[src/rtl/hazard_stall_ctrl.sv]
// Stall/flush control for the 5-stage pipeline: Tuse/Tnew RAW hazards plus a HI/LO busy counter.
// Hazard outputs are combinational and the mult/div state is registered. Optional perf counters are enabled by PERF_STALL_CNT_EN.
module hazard_stall_ctrl #(
    parameter int MULT_CYCLES = 5,
    parameter int DIV_CYCLES  = 10,
    parameter int CNT_W       = 4
) (
    input  logic       clk,
    input  logic       reset,
    input  logic [4:0] D_rs_addr,
    input  logic [4:0] D_rt_addr,
    input  logic [1:0] D_rs_tuse,
    input  logic [1:0] D_rt_tuse,
    input  logic       D_is_md,
    input  logic [4:0] E_write_addr,
    input  logic [1:0] E_tnew,
    input  logic [4:0] M_write_addr,
    input  logic [1:0] M_tnew,
    input  logic       E_md_start,
    input  logic       E_md_op,
    output logic       stall,
    output logic       PC_en,
    output logic       FD_en,
    output logic       DE_clear,
    output logic       EM_en,
    output logic       EM_clear,
    output logic       MW_en,
    output logic       md_busy,
    output logic       md_done
`ifdef PERF_STALL_CNT_EN
    ,
    output logic [31:0] stall_count,
    output logic [31:0] md_stall_count
`endif
);

    localparam logic [CNT_W-1:0] MULT_LD = CNT_W'(MULT_CYCLES);
    localparam logic [CNT_W-1:0] DIV_LD  = CNT_W'(DIV_CYCLES);

    logic             rs_hz_e;
    logic             rs_hz_m;
    logic             rt_hz_e;
    logic             rt_hz_m;
    logic             data_stall;
    logic             md_stall;
    logic [CNT_W-1:0] cnt;

    // A tuse of 3 can never be exceeded by a 2-bit tnew, so unused operands drop out naturally.
    always_comb begin
        rs_hz_e    = (D_rs_addr != 5'd0) && (D_rs_addr == E_write_addr) && (E_tnew > D_rs_tuse);
        rs_hz_m    = (D_rs_addr != 5'd0) && (D_rs_addr == M_write_addr) && (M_tnew > D_rs_tuse);
        rt_hz_e    = (D_rt_addr != 5'd0) && (D_rt_addr == E_write_addr) && (E_tnew > D_rt_tuse);
        rt_hz_m    = (D_rt_addr != 5'd0) && (D_rt_addr == M_write_addr) && (M_tnew > D_rt_tuse);
        data_stall = rs_hz_e || rs_hz_m || rt_hz_e || rt_hz_m;
        md_busy    = E_md_start || (cnt != '0);
        md_stall   = D_is_md && md_busy;
        stall      = data_stall || md_stall;
    end

    assign PC_en    = ~stall;
    assign FD_en    = ~stall;
    assign DE_clear = stall;
    assign EM_en    = 1'b1;
    assign EM_clear = 1'b0;
    assign MW_en    = 1'b1;

    // A new start reloads the counter even mid-operation and suppresses the completion pulse.
    always_ff @(posedge clk) begin
        if (reset) begin
            cnt     <= '0;
            md_done <= 1'b0;
        end else begin
            if (E_md_start)
                cnt <= E_md_op ? DIV_LD : MULT_LD;
            else if (cnt != '0)
                cnt <= cnt - CNT_W'(1);
            md_done <= !E_md_start && (cnt == CNT_W'(1));
        end
    end

`ifdef PERF_STALL_CNT_EN
    always_ff @(posedge clk) begin
        if (reset) begin
            stall_count    <= 32'd0;
            md_stall_count <= 32'd0;
        end else begin
            if (stall)
                stall_count <= stall_count + 32'd1;
            if (md_stall)
                md_stall_count <= md_stall_count + 32'd1;
        end
    end
`endif

endmodule

[config.mk]
export PLATFORM = sky130hd
export DESIGN_NAME = hazard_stall_ctrl
export DESIGN_NICKNAME = d
export VERILOG_FILES = /design/src/rtl/hazard_stall_ctrl.sv
export SDC_FILE = /design/constraint.sdc
export NUM_CORES = 1
export LEC_CHECK = 0
export ABC_AREA = 1
export BUFFER_PORTS_ARGS = -buffer_cell sky130_fd_sc_hd__buf_2
export CAP_MARGIN = 20
export CELL_PAD_IN_SITES_DETAIL_PLACEMENT = 2
export CELL_PAD_IN_SITES_GLOBAL_PLACEMENT = 2
export CORE_AREA = 2 2 67 69
export CTS_CLUSTER_DIAMETER = 120
export DETAILED_ROUTE_END_ITERATION = 6
export DIE_AREA = 0 0 69 71
export GPL_ROUTABILITY_DRIVEN = 0
export GPL_TIMING_DRIVEN = 0
export PLACE_DENSITY_LB_ADDON = 0.1
export SETUP_SLACK_MARGIN = 0.02
export SKIP_CTS_REPAIR_TIMING = 1
export SLEW_MARGIN = 20
export SYNTH_ARGS = -nofsm -noshare
export SYNTH_HDL_FRONTEND = slang
export SYNTH_SLANG_ARGS = --single-unit
export TNS_END_PERCENT = 30
[constraint.sdc]
create_clock -name clk -period 1.8 [get_ports clk]
set_clock_uncertainty 0.15 [all_clocks]
set_input_delay 0.36 -clock clk [delete_from_list [all_inputs] [get_ports clk]]
set_output_delay 0.36 -clock clk [all_outputs]
set_load 0.05 [all_outputs]
==> results.sh <==
export IMPL_grt_pass1_wl_um=5510
export IMPL_diodes=0
export IMPL_fin_crit_ns=2.07
export IMPL_setup_viol=4
export IMPL_cts_htree_levels=1
export IMPL_power_total_w=0.000826
export IMPL_clk_latency_ns=0.23
export IMPL_p_per_area_mw_per_mm2=559
export IMPL_antenna_found_initial=0
export IMPL_synth_area_um2=891
export IMPL_ys_types=19
export IMPL_hp_class="in2reg"
export IMPL_period_share=1.15
export IMPL_grt_pass1_vias=1260
export IMPL_cp_slowest_cell="ha_4"
export IMPL_path_class="in2out"
export IMPL_final_max_slew_viol_count=0
export IMPL_cts_buffers=3
export IMPL_worstHoldStart="reset"
export IMPL_r2r_start="cnt[0]"
export IMPL_synth_top_area_frac=0.198
export IMPL_synth_top_family_by_area="simple AND/OR/NAND/NOR gates"
export IMPL_drtPass1Iterations=4
export IMPL_place_hpwl_um=2900
export IMPL_arrival_ns=1.56
export IMPL_muxShareOfSynthArea=0
export IMPL_crit_fanout=2
export IMPL_drive_gt1_frac=0.430
export IMPL_path_common_cell="nand2_2"
export IMPL_path_cells="buf_4 > ha_4 > a21oi_2 > nor2_1 > nand3_1 > nand2_1 > nand2_2 > nand2_2 > nor2_4 > buf_6 > buf_8"
export IMPL_cts_tree="built"
export IMPL_maxCapViolCount=0
export IMPL_fin_cells=252
export IMPL_violations="negative setup slack"
export IMPL_overflow=0
export IMPL_syn2layout_area_growth_pct=66.0
export IMPL_clock_root_buffer="clkbuf_8"
export IMPL_crit_start="M_tnew[1]"
export IMPL_status="finished with violations"
export IMPL_wl_per_cell_um=12.7
export IMPL_cts_path_max_buffers=2
export IMPL_io_pins=42
export IMPL_synth_xor_area_frac=0.0885
export IMPL_ys_warn_count=0
export IMPL_drc=0
export IMPL_ys_seq_area_frac=0.112
export IMPL_grt_max_degree=6
export IMPL_start_util=0.212
export IMPL_ir_drop_v=0.000464
export IMPL_fill_cells=514
export IMPL_die_x_um=69
export IMPL_final_hold_viol_count=0
export IMPL_vias=1083
export IMPL_rsz0062_at_grt="yes"
export IMPL_worst_ep_required_time_ns=1.29
export IMPL_core_mm2=0.00420
export IMPL_grt_util_all_layers=0.141
export IMPL_fmax_mhz=483
export IMPL_synth_compound_area_frac=0.0646
export IMPL_yosys_area_top_type="nand2_1"
export IMPL_nNetsFinal=245
export IMPL_path_clk_slew_ns=0.04
export IMPL_port_buffers=38
export IMPL_power_leakage_nw=0.785
export IMPL_max_stage_delay_ns=0.28
export IMPL_dieHeight_um=71
export IMPL_synth_adder_area_share=0.154
export IMPL_dp_cells=248
export IMPL_endpoint_kind="output pin"
export IMPL_viasPerCell=4.30
export IMPL_wirelength_um=3190
export IMPL_syn_mean_instance_area_um2=5.67
export IMPL_synth_simple_area_share=0.395
export IMPL_drt_iter0_drc=6
export IMPL_ys_top_cells_by_area="nand2_1 20%, ha_1 15%, inv_1 13%"
export IMPL_setup_slack_ns=-0.270
export IMPL_ant_nets=0
export IMPL_critPathLaunchType="primary input"
export IMPL_numClockSinks=5
export IMPL_synthCells=157
export IMPL_die_area_mm2=0.00490
export IMPL_ys_seq_elements=5
export IMPL_rows=24
-- kinds of logic (layout without fill, tap and decap cells) --
| family | after synthesis | after routing |
|---|---|---|
| compound gates | 10 | 10 |
| xor+xnor | 9 | 9 |
| fa+ha+maj | 11 | 11 |
| buf+inv | 37 | 79 |
| flops | 5 | 5 |
| other cells | 2 | 3 |
| simple gates | 83 | 83 |
-- worst max-delay path, delay by kind of cell --
family | cells | cell delay, ns
and+or+nand+nor | 6 | 0.50
adders and majority gates | 1 | 0.28
buffers and inverters | 3 | 0.37
AOI/OAI and AO/OA | 1 | 0.05
-- report_power, final --
group | internal (W) | switching (W) | total, W | leakage, nW
Clock | 0.000153 | 0.0000626 | 0.000215 | 0.0228
Sequential | 0.000125 | 0.0000112 | 0.000136 | 0.0414
Combinational | 0.000198 | 0.000277 | 0.000475 | 0.721
Total | 0.000475 | 0.000351 | 0.000826 | 0.785
-- through the flow --
stage	hold slack (ns)	worst slack, ns	area, um2	TNS (ns)	utilization
5_1_grt	0.220	-0.343	1480	-1.17	0.352
6_report	0.218	-0.270	1480	-0.887	0.352
3_3_place_gp	0.303	-0.489	1250	-1.70	0.298
2_1_floorplan	0.279	-0.277	998	-0.522	-
4_1_cts	0.218	-0.534	1300	-1.93	0.309
3_5_place_dp	0.320	-0.527	1250	-1.85	0.298
-- area by class of cell --
class,count,area [um2],share of cell area
multi-input cells,116,823,0.557
well taps,52,65.1,0.0440
repair buffers,38,259,0.175
clock buffers,4,45.0,0.0305
inverters,32,145,0.0981
plain buffers,5,41.3,0.0279
flip-flops and latches,5,100,0.0677
-- routing by layer --
layer  track usage  part of all wire  vias to the layer above
li1              -                 -                      555
met1         0.134              0.34                      504
met2         0.300              0.61                       20
met3        0.0242             0.035                        4
met4        0.0458             0.013                        0
met5             0                 0                        -
-- state kept, by name (all words and copies together) (netlist names) --
signal and count:
cnt 4, md_done 1
-- cells in the mapped netlist --
master	number
a211oi_2	1
a21oi_1	6
buf_4	5
conb_1	2
dfxtp_1	5
ha_1	11
inv_1	30
inv_2	2
nand2_1	47
nand2_2	1
nand3_1	12
nand3_2	2
nor2_1	15
nor2_2	2
nor3_1	4
o21ai_0	2
o21ai_1	1
xnor2_1	1
xor2_1	8
-- final timing paths --
check	end	slack, ns	cells past startpoint
hold reg to reg	cnt[1]	0.34	2
hold / removal	md_done	0.22	2
setup / recovery	PC_en	-0.27	11
setup reg to reg	cnt[1]	0.44	5
-- placed cells by master, fill, tap and decap left out, drive strengths merged --
cell | synthesis | layout
a21oi | 6 | 6
clkbuf | 0 | 5
conb | 2 | 3
nor3 | 4 | 4
inv | 32 | 32
xor2 | 8 | 8
o21ai | 3 | 3
xnor2 | 1 | 1
nand2 | 48 | 48
nor2 | 17 | 17
dfxtp | 5 | 5
nand3 | 14 | 14
ha | 11 | 11
buf | 5 | 42
a211oi | 1 | 1
(Power assumes the default switching activity.)
